### src/rtl/serv_mdu_iter.sv
// Iterative RV32M multiply/divide unit for the serv extension port.
// One radix-2 step per cycle; every operation takes 33 cycles from accept to ready.
module serv_mdu_iter #(
    parameter int MDU_DIV = 1
) (
    input  logic        clk,
    input  logic        i_rst,
    input  logic        i_mdu_valid,
    input  logic [2:0]  i_mdu_op,
    input  logic [31:0] i_mdu_rs1,
    input  logic [31:0] i_mdu_rs2,
    output logic [31:0] o_mdu_rd,
    output logic        o_mdu_ready
);

    typedef enum logic [1:0] {IDLE, CALC, FIX, WAIT} state_t;

    state_t      state;
    logic [2:0]  op;
    logic        sign_a;
    logic        sign_b;
    logic        div0;
    logic [4:0]  cnt;
    logic [31:0] opa;      // multiplier (shifts right) or dividend/quotient (shifts left)
    logic [31:0] opb;      // |b|
    logic [31:0] rs1_lat;
    logic [63:0] acc;      // product, or partial remainder in acc[32:0]

    logic        signed_a_in;
    logic        signed_b_in;
    logic [32:0] mul_sum;
    logic [32:0] div_shift;
    logic [33:0] div_diff;
    logic        div_ok;
    logic [63:0] prod;
    logic [31:0] fix_res;

    function automatic logic [31:0] neg32(input logic signed [31:0] v);
        return 32'(-v);
    endfunction

    function automatic logic [63:0] neg64(input logic signed [63:0] v);
        return 64'(-v);
    endfunction

    // Negating 0x80000000 wraps to itself, which read unsigned is 2^31.
    function automatic logic [31:0] mag32(input logic signed [31:0] v, input logic neg);
        return neg ? neg32(v) : 32'(v);
    endfunction

    always_comb begin
        signed_a_in = (i_mdu_op == 3'd1) || (i_mdu_op == 3'd2) ||
                      (i_mdu_op == 3'd4) || (i_mdu_op == 3'd6);
        signed_b_in = (i_mdu_op == 3'd1) || (i_mdu_op == 3'd4) || (i_mdu_op == 3'd6);

        mul_sum   = {1'b0, acc[63:32]} + (opa[0] ? {1'b0, opb} : 33'd0);
        div_shift = {acc[31:0], opa[31]};
        div_diff  = {1'b0, div_shift} - {2'b00, opb};
        div_ok    = ~div_diff[33];

        prod = (sign_a ^ sign_b) ? neg64(acc) : acc;

        fix_res = 32'd0;
        case (op)
            3'd0:          fix_res = prod[31:0];
            3'd1, 3'd2, 3'd3: fix_res = prod[63:32];
            3'd4, 3'd5:    fix_res = div0 ? 32'hFFFF_FFFF :
                                     ((sign_a ^ sign_b) ? neg32(opa) : opa);
            default:       fix_res = div0 ? rs1_lat :
                                     (sign_a ? neg32(acc[31:0]) : acc[31:0]);
        endcase
        if (MDU_DIV == 0 && op[2])
            fix_res = 32'd0;
    end

    always_ff @(posedge clk or posedge i_rst) begin
        if (i_rst) begin
            state       <= IDLE;
            op          <= 3'd0;
            sign_a      <= 1'b0;
            sign_b      <= 1'b0;
            div0        <= 1'b0;
            cnt         <= 5'd0;
            opa         <= 32'd0;
            opb         <= 32'd0;
            rs1_lat     <= 32'd0;
            acc         <= 64'd0;
            o_mdu_rd    <= 32'd0;
            o_mdu_ready <= 1'b0;
        end else begin
            case (state)
                IDLE: begin
                    if (i_mdu_valid) begin
                        op      <= i_mdu_op;
                        sign_a  <= i_mdu_rs1[31] & signed_a_in;
                        sign_b  <= i_mdu_rs2[31] & signed_b_in;
                        opa     <= mag32(i_mdu_rs1, i_mdu_rs1[31] & signed_a_in);
                        opb     <= mag32(i_mdu_rs2, i_mdu_rs2[31] & signed_b_in);
                        rs1_lat <= i_mdu_rs1;
                        acc     <= 64'd0;
                        div0    <= (i_mdu_rs2 == 32'd0);
                        cnt     <= 5'd0;
                        state   <= CALC;
                    end
                end
                CALC: begin
                    if (!op[2]) begin
                        acc <= {mul_sum, acc[31:1]};
                        opa <= {1'b0, opa[31:1]};
                    end else begin
                        acc <= {31'd0, div_ok ? div_diff[32:0] : div_shift};
                        opa <= {opa[30:0], div_ok};
                    end
                    cnt <= cnt + 5'd1;
                    if (cnt == 5'd31)
                        state <= FIX;
                end
                FIX: begin
                    o_mdu_rd    <= fix_res;
                    o_mdu_ready <= 1'b1;
                    state       <= WAIT;
                end
                WAIT: begin
                    // A valid still held from the finished request must not re-issue.
                    o_mdu_ready <= 1'b0;
                    if (!i_mdu_valid)
                        state <= IDLE;
                end
                default: state <= IDLE;
            endcase
        end
    end

endmodule

### config.mk
export PLATFORM = sky130hd
export DESIGN_NAME = serv_mdu_iter
export DESIGN_NICKNAME = d
export VERILOG_FILES = /design/src/rtl/serv_mdu_iter.sv
export SDC_FILE = /design/constraint.sdc
export NUM_CORES = 1
export LEC_CHECK = 0
export BUFFER_PORTS_ARGS = -buffer_cell sky130_fd_sc_hd__buf_4
export CAP_MARGIN = 20
export CELL_PAD_IN_SITES_DETAIL_PLACEMENT = 0
export CELL_PAD_IN_SITES_GLOBAL_PLACEMENT = 1
export CORE_MARGIN = 3
export CORE_UTILIZATION = 45
export DETAILED_ROUTE_END_ITERATION = 7
export PLACE_DENSITY_LB_ADDON = 0.1
export SETUP_SLACK_MARGIN = 0.15
export SYNTH_ARGS = -nofsm -noshare
export SYNTH_HDL_FRONTEND = slang
export SYNTH_SLANG_ARGS = --single-unit
### constraint.sdc
create_clock -name clk -period 18.4 [get_ports clk]
set_clock_uncertainty 0.2 [all_clocks]
set_input_delay 3.68 -clock clk [delete_from_list [all_inputs] [get_ports clk]]
set_output_delay 3.68 -clock clk [all_outputs]
set_load 0.02 [all_outputs]
==> results.cfg, run 1 <==
[outcome]
outcome = finished, final reports clean

[routing]
vias = 15700
wl_um = 55700
drc = 0
postRouteAntennaNets = 0
first_pass_iters = 6
drt_iter0_markers = 1319
routedWlPerCell_um = 21.3
via_per_inst = 6.01

[floorplan]
die_h_um = 199
rows = 70
ios = 103
die-area_um2 = 39800
die_x_um = 199
coreArea_um2 = 36700
start_util_pct = 45.9

[finish]
final_cell_mix = o21ai_0, nand2_1, dfrtp_1
num_antenna_cells = 0
mostFrequentLayoutCell = o21ai_0
fillers = 3626
ff_latch_area_um2 = 5160
area_delta_synth_final_pct = 11.1
multi_input_area_um2 = 10900
drive_above_1_share_pct = 10.2
final_nets = 2278
fin_util_pct = 51.0

[yosys]
ys_seq_elements = 206
ys_seq_area_share_pct = 30.6
synth_area_um2 = 16800
avgSynthCellArea_um2 = 7.94
ys.flop_type = dfrtp_1
synth-edff-count = 0
postSynthCellCount = 2121
synth_async_sr_flop_share_pct = 100
synth_cell_type_count = 80
ys_warn_count = 0
synth_nets = 2267

[power]
p_comb_share_pct = 63.9
sequentialPowerShare_pct = 23.4
clkPwrFrac_pct = 12.7
swShare_pct = 52.0
internal_power_uw = 1910
switchingPower_uw = 2070
max-vdd-ir-drop_v = 0.000140
p_leak_uw = 0.00815
pwr_density_cell_nw_per_um2 = 213

[sta]
rsz0062_at_grt = no
maxSlewViolCount = 0
slew_headroom_pct = 31.7
fmax_mhz = 161
worst_slew_pin_slew_ns = 1.02
tns_ns = 0
finalWorstPathRequiredPeriod_ns = 6.21
setup_viol_count_final = 0
finalCritPeriodShare_pct = 33.7
hold_viol = 0
whs_ns = 0.276

[worst_hold_path]
hold_class = flip-flop to flip-flop

[global_routing]
grt_pass1_wl_um = 86600
gr-total-overflow = 0
grt_max_degree = 86
antenna_found_initial = 0
grt_pass1_vias = 14700
grtUsageTotal_pct = 27.7

[worst_setup_path]
cp.arrival_ns = 6.42
critPathMaxFanout = 5
worstSetupStartpointType = input pin
cp_data_required_time_ns = 18.62
crit_type = input pin to flip-flop
critPathCaptureType = flip-flop

[cts]
clk_pin_slew_worst_paths_ns = 0.06
postCtsHoldBufs = 0
cts_made_buffers = 26
cts.sinks = 206
clkLatencyLatePin_ns = 0.55
cts_resized = 0
cts-htree-levels = 1
postCtsSetupRepairBufs = 0
cts_tree = yes
cts_max_path_buffers = 3
cts-root-buf = clkbuf_16

[run]
drv_cap = 0

[placement]
place_hpwl_um = 41700
gp_congestion = 0.891
io_buffers = 102
==> Yosys cell counts (all sizes together) (12+ instances only) <==
| library cell | n | area share, % |
|---|---|---|
| a21o | 31 | 1.4 |
| a21oi | 160 | 4.8 |
| a22oi | 27 | 1.2 |
| a31oi | 30 | 1.1 |
| and3 | 12 | 0.45 |
| buf | 13 | 0.39 |
| clkbuf | 127 | 2.8 |
| dfrtp | 206 | 31 |
| ha | 74 | 5.5 |
| inv | 68 | 1.5 |
| mux2 | 35 | 2.3 |
| mux2i | 46 | 2.7 |
| nand2 | 248 | 5.5 |
| nand2b | 13 | 0.48 |
| nand3 | 22 | 0.65 |
| nor2 | 188 | 4.3 |
| nor2b | 15 | 0.56 |
| nor3 | 35 | 1.1 |
| nor4 | 20 | 0.74 |
| o21a | 13 | 0.58 |
| o21ai | 279 | 8.3 |
| o221ai | 16 | 0.83 |
| o31ai | 36 | 1.6 |
| o41ai | 13 | 0.72 |
| or3 | 19 | 0.71 |
| xnor2 | 98 | 5.1 |
| xor2 | 129 | 6.7 |
==> layer usage <==
layer | up-vias | track usage (%) | share of wire (%)
met3 | 62 | 4.06 | 6.5
li1 | 7615 | - | -
met1 | 7571 | 41.8 | 48
met4 | 0 | 5.61 | 2.0
met2 | 500 | 42.3 | 44
met5 | - | 0 | 0
==> registers in the layout (all words and copies together) (netlist names) <==
signal and flops:
sign_a 1, cnt 5, rs1_lat 32, op 3, opb 32, state 2, sign_b 1, o_mdu_ready 1
opa 32, o_mdu_rd 32, acc 64, div0 1
==> worst paths after layout <==
| kind | slack [ns] | end | start | depth (start not counted) |
|---|---|---|---|---|
| min in group asynchronous | 3.04 | acc[53] | i_rst | 2 |
| hold / removal | 0.28 | opb[31] | opb[31] | 2 |
| hold reg to reg | 0.28 | opb[31] | opb[31] | 2 |
| setup reg to reg | 13.90 | acc[56] | opa[0] | 14 |
| setup / recovery | 12.19 | opa[29] | i_mdu_rs1[12] | 11 |
| max in group asynchronous | 13.57 | div0 | i_rst | 3 |
==> power groups by stage <==
stage               sequential (uW)  clock, uW  combinational [uW]
finish                          930        507                2540
global route                    955        536                2820
CTS                             928        519                2510
detailed placement              934          0                2500
global placement                928          0                2480
floorplan                       820          0                1880
==> per-stage QoR <==
step	setup WS, ns	cell area, um2	std cells	power (uW)
floorplan	8.90	16800	2121	2700
global placement	11.68	17900	2571	3410
detailed placement	11.65	17900	2571	3430
CTS	12.23	18700	2618	3960
global route	12.00	18700	2619	4310
finish	12.19	18700	2619	3980
==> cell type report <==
class                      instances  area share, %
timing repair buffer             123           5.04
sequential                       206           27.6
tap                              468           3.13
clock buffer                      41           4.11
multi-input combinational       1706           58.4
inverter                          69           1.42
clock inverter                     6          0.294
==> worst max-delay path: stages <==
cell and delay [ns]:
buf_4 0.13, or4_1 0.52, or4_1 0.44, or4b_1 0.60, nor2_1 0.25, nand2_1 0.09
nor2_1 0.20, a21oi_1 0.11, xor2_1 0.16, o21ai_0 0.16, o21ai_1 0.07
==> kinds of logic (layout without fill, tap and decap cells) <==
group                    Yosys count  after routing  share of synthesized area, %
AO/OA/AOI/OAI                    700            700                          25.3
AND/OR/NAND/NOR                  622            622                          16.7
XOR/XNOR                         227            227                          11.8
buffers and inverters            209            239                          4.77
flip-flops                       206            206                          30.6
multiplexers                      81             81                          5.08
adder cells (fa/ha/maj)           76             76                          5.74
Power figures use the tool's default switching activity.
==> run 2, diff against run 1 <==
==> constraint.sdc (replaced) <==
create_clock -name clk -period 6.1 [get_ports clk]
set_clock_uncertainty 0.2 [all_clocks]
set_input_delay 1.22 -clock clk [delete_from_list [all_inputs] [get_ports clk]]
set_output_delay 1.22 -clock clk [all_outputs]
set_load 0.02 [all_outputs]
==> run 2 against run 1 <==
Compared with the run above:
- cell count shrank 0.11%
- worst setup slack worse by 10 ns
- first-iteration DRC count rose by 2.6%
- total power rose to 3.0 times the previous value
- clock power rose to 3.1 times the previous value
- final area is essentially flat
- global-route usage increased by 0.51 points
- critical path depth up 3
- core utilization about the same
==> results.cfg, run 2 (same netlist as run 1, synthesis figures left out) <==
[sta]
post-route-worst-setup-slack_ns = 1.78
finalCritPeriodShare_pct = 70.8
fmax_mhz = 232
worst_slew_pin_slew_ns = 1.03
slew_headroom_pct = 31.2
setup_viol_count_final = 0
hold_viol = 0
rsz0062_at_grt = no
maxSlewViolCount = 0
tns_ns = 0
finalWorstPathRequiredPeriod_ns = 4.32

[finish]
num_antenna_cells = 0
fillers = 3531
final_cell_area_um2 = 18700
drive_above_1_share_pct = 10.4
multi_input_area_um2 = 10900
final_cell_count_no_fill = 2616
largest_register_ffs = 64
top_register = acc
mostFrequentLayoutCell = o21ai_0
area_delta_synth_final_pct = 11.2
final_cell_mix = o21ai_0, nand2_1, dfrtp_1
final_nets = 2278
ff_latch_area_um2 = 5160

[routing]
drt_iter0_markers = 1353
wl_um = 56800
postRouteAntennaNets = 0
routedWlPerCell_um = 21.7
vias = 15700
drc = 0
via_per_inst = 6.00
first_pass_iters = 7

[global_routing]
grtUsageTotal_pct = 28.2
antenna_found_initial = 0
grt_max_degree = 115
gr-total-overflow = 0
grt_pass1_vias = 14800
grt_pass1_wl_um = 87700

[worst_setup_path]
critPathCaptureType = flip-flop
worst_path_max_delay_cell = o31ai_1
cp_cell_sequence = inv_1 -> buf_4 -> nor2_1 -> ha_1 -> o21ai_0 -> o21bai_1 -> o31ai_1 -> o31ai_1 -> a21oi_1 -> o311ai_0 -> a31o_2 -> a21oi_1 -> xor2_1 -> o21ai_0
path_delay_family = compound AO/OA/AOI/OAI gates
worst-path-buf-inv = 2
worstSetupStartpointType = flip-flop
slowest_delay_ns = 0.58
startpoint = opa[0]
reg2reg_from = opa[0]
cp.arrival_ns = 4.51
worstRegToRegCells = 14
critPathMaxFanout = 31
cp_data_required_time_ns = 6.29
rrSetupSlack_ns = 1.78
rr_endpoint = acc[56]
crit_type = flip-flop to flip-flop

[floorplan]
die_h_um = 199
coreArea_um2 = 36700
die-area_um2 = 39800
ios = 103
die_x_um = 199
rows = 70
start_util_pct = 45.9

[placement]
place_hpwl_um = 42600
post-place-cells = 2571
postPlaceCellArea_um2 = 17900
gp_congestion = 0.986
io_buffers = 102
post-place-ws_ns = 1.82

[power]
max-vdd-ir-drop_v = 0.000449
pwr_density_cell_nw_per_um2 = 648
p_leak_uw = 0.00815

[outcome]
outcome = finished, final reports clean

[worst_hold_path]
hold_class = flip-flop to flip-flop
hp-start = opb[2]
whs_path_depth = 2
whs_endpoint = opb[2]

[cts]
clkLatencyLatePin_ns = 0.57
cts_max_path_buffers = 3
cts_resized = 0
cts-htree-levels = 1
postCtsHoldBufs = 0
cts_tree = yes
cts.sinks = 206
clk_pin_slew_worst_paths_ns = 0.06
cts-root-buf = clkbuf_16
cts_made_buffers = 27
postCtsSetupRepairBufs = 0

[run]
drv_cap = 0
-- run 2: stage by stage --
stage,util (%),hold slack [ns],power [uW]
after global placement,48.7,0.261,10400
after CTS,51.0,0.284,12000
final,51.0,0.275,12100
after global routing,51.0,0.304,13100
after detailed placement,48.7,0.271,10400
after floorplan,-,0.250,8140
-- run 2: cell type report --
cell class	instances	area share, %
sequential	206	27.5
tap	468	3.13
multi-input combinational	1706	58.4
clock inverter	10	0.588
inverter	69	1.40
timing repair buffer	122	4.96
clock buffer	35	3.98
-- run 2: worst max path at each step --
| stage | to | slack, ns | depth (start not counted) |
|---|---|---|---|
| floorplan | acc[0] | 2.01 | 1 |
| global placement | opa[29] | 1.80 | 11 |
| detailed placement | opa[29] | 1.82 | 11 |
| CTS | acc[56] | 1.85 | 14 |
| global route | acc[56] | 1.42 | 14 |
| finish | acc[56] | 1.78 | 14 |
-- run 2: power by group --
group	switching, uW	internal, uW	total [uW]	leakage (uW)
Combinational	4860	2890	7750	0.00514
Sequential	832	1960	2790	0.00259
Clock	647	936	1580	0.000423
Total	6340	5790	12100	0.00815
-- run 2: layer usage --
layer	part of all wire, %	global-route usage (%)
met1	48	42.5
met2	44	43.0
met3	6.4	3.76
met4	2.0	6.44
met5	0	0
-- run 2: worst register-to-register path: cells and delay by family, from the launching register on --
family	cells	cell delay (ns)
simple gates	1	0.13
flops	1	0.47
xor+xnor	1	0.15
fa+ha+maj	1	0.35
compound gates	9	2.42
buf+inv	2	0.41
==> run 3, diff against run 2 <==
--- a/config.mk
+++ b/config.mk
@@ -5,12 +5,13 @@
 export SDC_FILE = /design/constraint.sdc
 export NUM_CORES = 1
 export LEC_CHECK = 0
+export ABC_AREA = 1
 export BUFFER_PORTS_ARGS = -buffer_cell sky130_fd_sc_hd__buf_4
 export CAP_MARGIN = 20
 export CELL_PAD_IN_SITES_DETAIL_PLACEMENT = 0
 export CELL_PAD_IN_SITES_GLOBAL_PLACEMENT = 1
 export CORE_MARGIN = 3
-export CORE_UTILIZATION = 45
+export CORE_UTILIZATION = 44
 export DETAILED_ROUTE_END_ITERATION = 7
 export PLACE_DENSITY_LB_ADDON = 0.1
 export SETUP_SLACK_MARGIN = 0.15
==> constraint.sdc (replaced) <==
create_clock -name clk -period 4.15 [get_ports clk]
set_clock_uncertainty 0.2 [all_clocks]
set_input_delay 0.83 -clock clk [delete_from_list [all_inputs] [get_ports clk]]
set_output_delay 0.83 -clock clk [all_outputs]
set_load 0.02 [all_outputs]
==> run 3 against run 2 <==
Compared with the run above:
- sequential power is 48% higher
- via count up 54%
- cell count up 61%
- sequential cell count stayed put
- critical path type unchanged
- critical endpoint is now acc[61]
- largest power group unchanged
- highest routed layer is now met5
==> results.cfg, run 3 <==
[finish]
mostFrequentLayoutCell = nand2_1
final_cell_count_no_fill = 4215
largest_register_ffs = 64
drive_above_1_share_pct = 7.33
area_delta_synth_final_pct = 11.1
fin_util_pct = 49.9
num_antenna_cells = 0
top_register = acc
fillers = 4910
final_cell_area_um2 = 22800
final_nets = 3743
final_cell_mix = nand2_1, nor2_1, inv_1

[sta]
finalWorstPathRequiredPeriod_ns = 3.42
fmax_mhz = 292
worst_slew_pin_slew_ns = 1.06
setup_viol_count_final = 0
maxSlewViolCount = 0
tns_ns = 0
finalCritPeriodShare_pct = 82.5
slew_headroom_pct = 29.1
hold_viol = 0
rsz0062_at_grt = no

[floorplan]
start_util_pct = 44.9
rows = 78
die-area_um2 = 49300
coreArea_um2 = 45700
ios = 103
die_h_um = 222
die_x_um = 222

[global_routing]
grt_max_degree = 95
antenna_found_initial = 4
grt_pass1_vias = 22500
grt_pass1_wl_um = 136000
gr-total-overflow = 0
grtUsageTotal_pct = 35.3

[yosys]
synth_async_sr_flop_share_pct = 100
synth-edff-count = 0
synthTopCellsByCount = nand2_1, nor2_1, inv_1, nand3_1, o21ai_0
synth_area_um2 = 20500
synth.area.top_cells = dfrtp_1, nand2_1, nand3_1, nor2_1, inv_1
yosysTopAreaCell = dfrtp_1
synth_cell_type_count = 53
ys_seq_area_share_pct = 25.1
postSynthCellCount = 3553
ys.flop_type = dfrtp_1
ys_warn_count = 0
avgSynthCellArea_um2 = 5.77
ys_seq_elements = 206
yosysMostFrequentCell = nand2_1
synth_nets = 3699
synth_top_area_share_pct = 25.1

[placement]
postPlaceCellArea_um2 = 21900
io_buffers = 102
post-place-cells = 4167
place_hpwl_um = 71700
gp_congestion = 1.03

[cts]
cts-root-buf = clkbuf_16
postCtsHoldBufs = 0
cts_tree = yes
cts_max_path_buffers = 3
cts_resized = 0
cts-htree-levels = 1
clkLatencyLatePin_ns = 0.58
postCtsSetupRepairBufs = 0
cts.sinks = 206
clk_pin_slew_worst_paths_ns = 0.07
cts_made_buffers = 26

[power]
pwr_density_cell_nw_per_um2 = 900
power_uw = 20500
p_leak_uw = 0.0119
max-vdd-ir-drop_v = 0.000443

[routing]
drt_iter0_markers = 3202
routedWlPerCell_um = 21.3
vias = 24100
postRouteAntennaNets = 0
drc = 0
first_pass_iters = 6
wl_um = 89800
via_per_inst = 5.73

[worst_setup_path]
worstRegToRegCells = 14
worstSetupStartpointType = flip-flop
cp.arrival_ns = 3.68
critPathMaxFanout = 32
critPathCaptureType = flip-flop
cp_data_required_time_ns = 4.41
crit_type = flip-flop to flip-flop

[worst_hold_path]
whs_path_depth = 2
hold_class = flip-flop to flip-flop

[run]
drv_cap = 0

[outcome]
outcome = finished, final reports clean
## run 3: cell count changes in the layout (fill, tap and decap cells not counted), moves of 36 or more
cell / before / now
inv_1: 67 / 442
xnor2_1: 97 / 11
mux2i_1: 46 / 1
a21oi_1: 160 / 196
nand3_1: 22 / 377
nand2_1: 246 / 1077
xor2_1: 128 / 30
nor2_1: 184 / 455
## run 3: cell families after synthesis
kind of cell,count (synthesis),synth area share (%)
buffers and inverters,591,11.2
adder cells (fa/ha/maj),76,4.71
flip-flops,206,25.1
multiplexers,1,0.0488
AO/OA/AOI/OAI,595,15.8
AND/OR/NAND/NOR,2043,41.4
XOR/XNOR,41,1.75
## run 3: critical path: stages (launching register included)
cell and delay, ns:
dfrtp_1 0.42, buf_4 0.38, nand2_1 0.10, inv_1 0.07, ha_1 0.13, inv_1 0.06, fa_1 0.35, inv_1 0.08
nand2_1 0.07, o21ai_1 0.35, a21boi_0 0.21, o21ai_1 0.42, nand3_1 0.16, a21oi_1 0.17, o21ai_1 0.08
## run 3: worst paths after layout
path                       startpoint            to  slack (ns)
setup / recovery               opa[0]       acc[61]        0.73
hold / removal             rs1_lat[2]    rs1_lat[2]        0.29
setup reg to reg               opa[0]       acc[61]        0.73
hold reg to reg            rs1_lat[2]    rs1_lat[2]        0.29
max in group asynchronous       i_rst       opb[24]        2.31
min in group asynchronous       i_rst  o_mdu_rd[18]        0.56
## run 3: per-stage QoR
step / worst slack, ns / hold slack, ns
after floorplan: 0.448 / 0.250
after global placement: 0.907 / 0.269
after detailed placement: 0.800 / 0.275
after CTS: 0.786 / 0.291
after global routing: 0.472 / 0.318
final: 0.727 / 0.288
## run 3: final cells by class
cell class	count	area, um2	area share [%]
multi-input cells	2756	13100	57.5
inverters	461	1730	7.61
flip-flops and latches	206	5160	22.6
clock inverters	12	133	0.582
repair buffers	146	1160	5.09
well taps	600	751	3.29
clock buffers	34	752	3.30
## run 3: where the power goes
group          internal, uW  total (uW)  leakage [uW]  switching, uW
Combinational          4120       14000       0.00893           9850
Clock                  1400        2430      0.000429           1030
Sequential             2900        4130       0.00255           1230
## run 3: layer usage
metal  GRT usage, %  routed length [um]  up-vias
li1               -                   -    11600
met5              0                  70        -
met4           12.5                4000        4
met1           49.6               38600    11200
met2           53.3               37700     1181
met3           7.85                9420      193
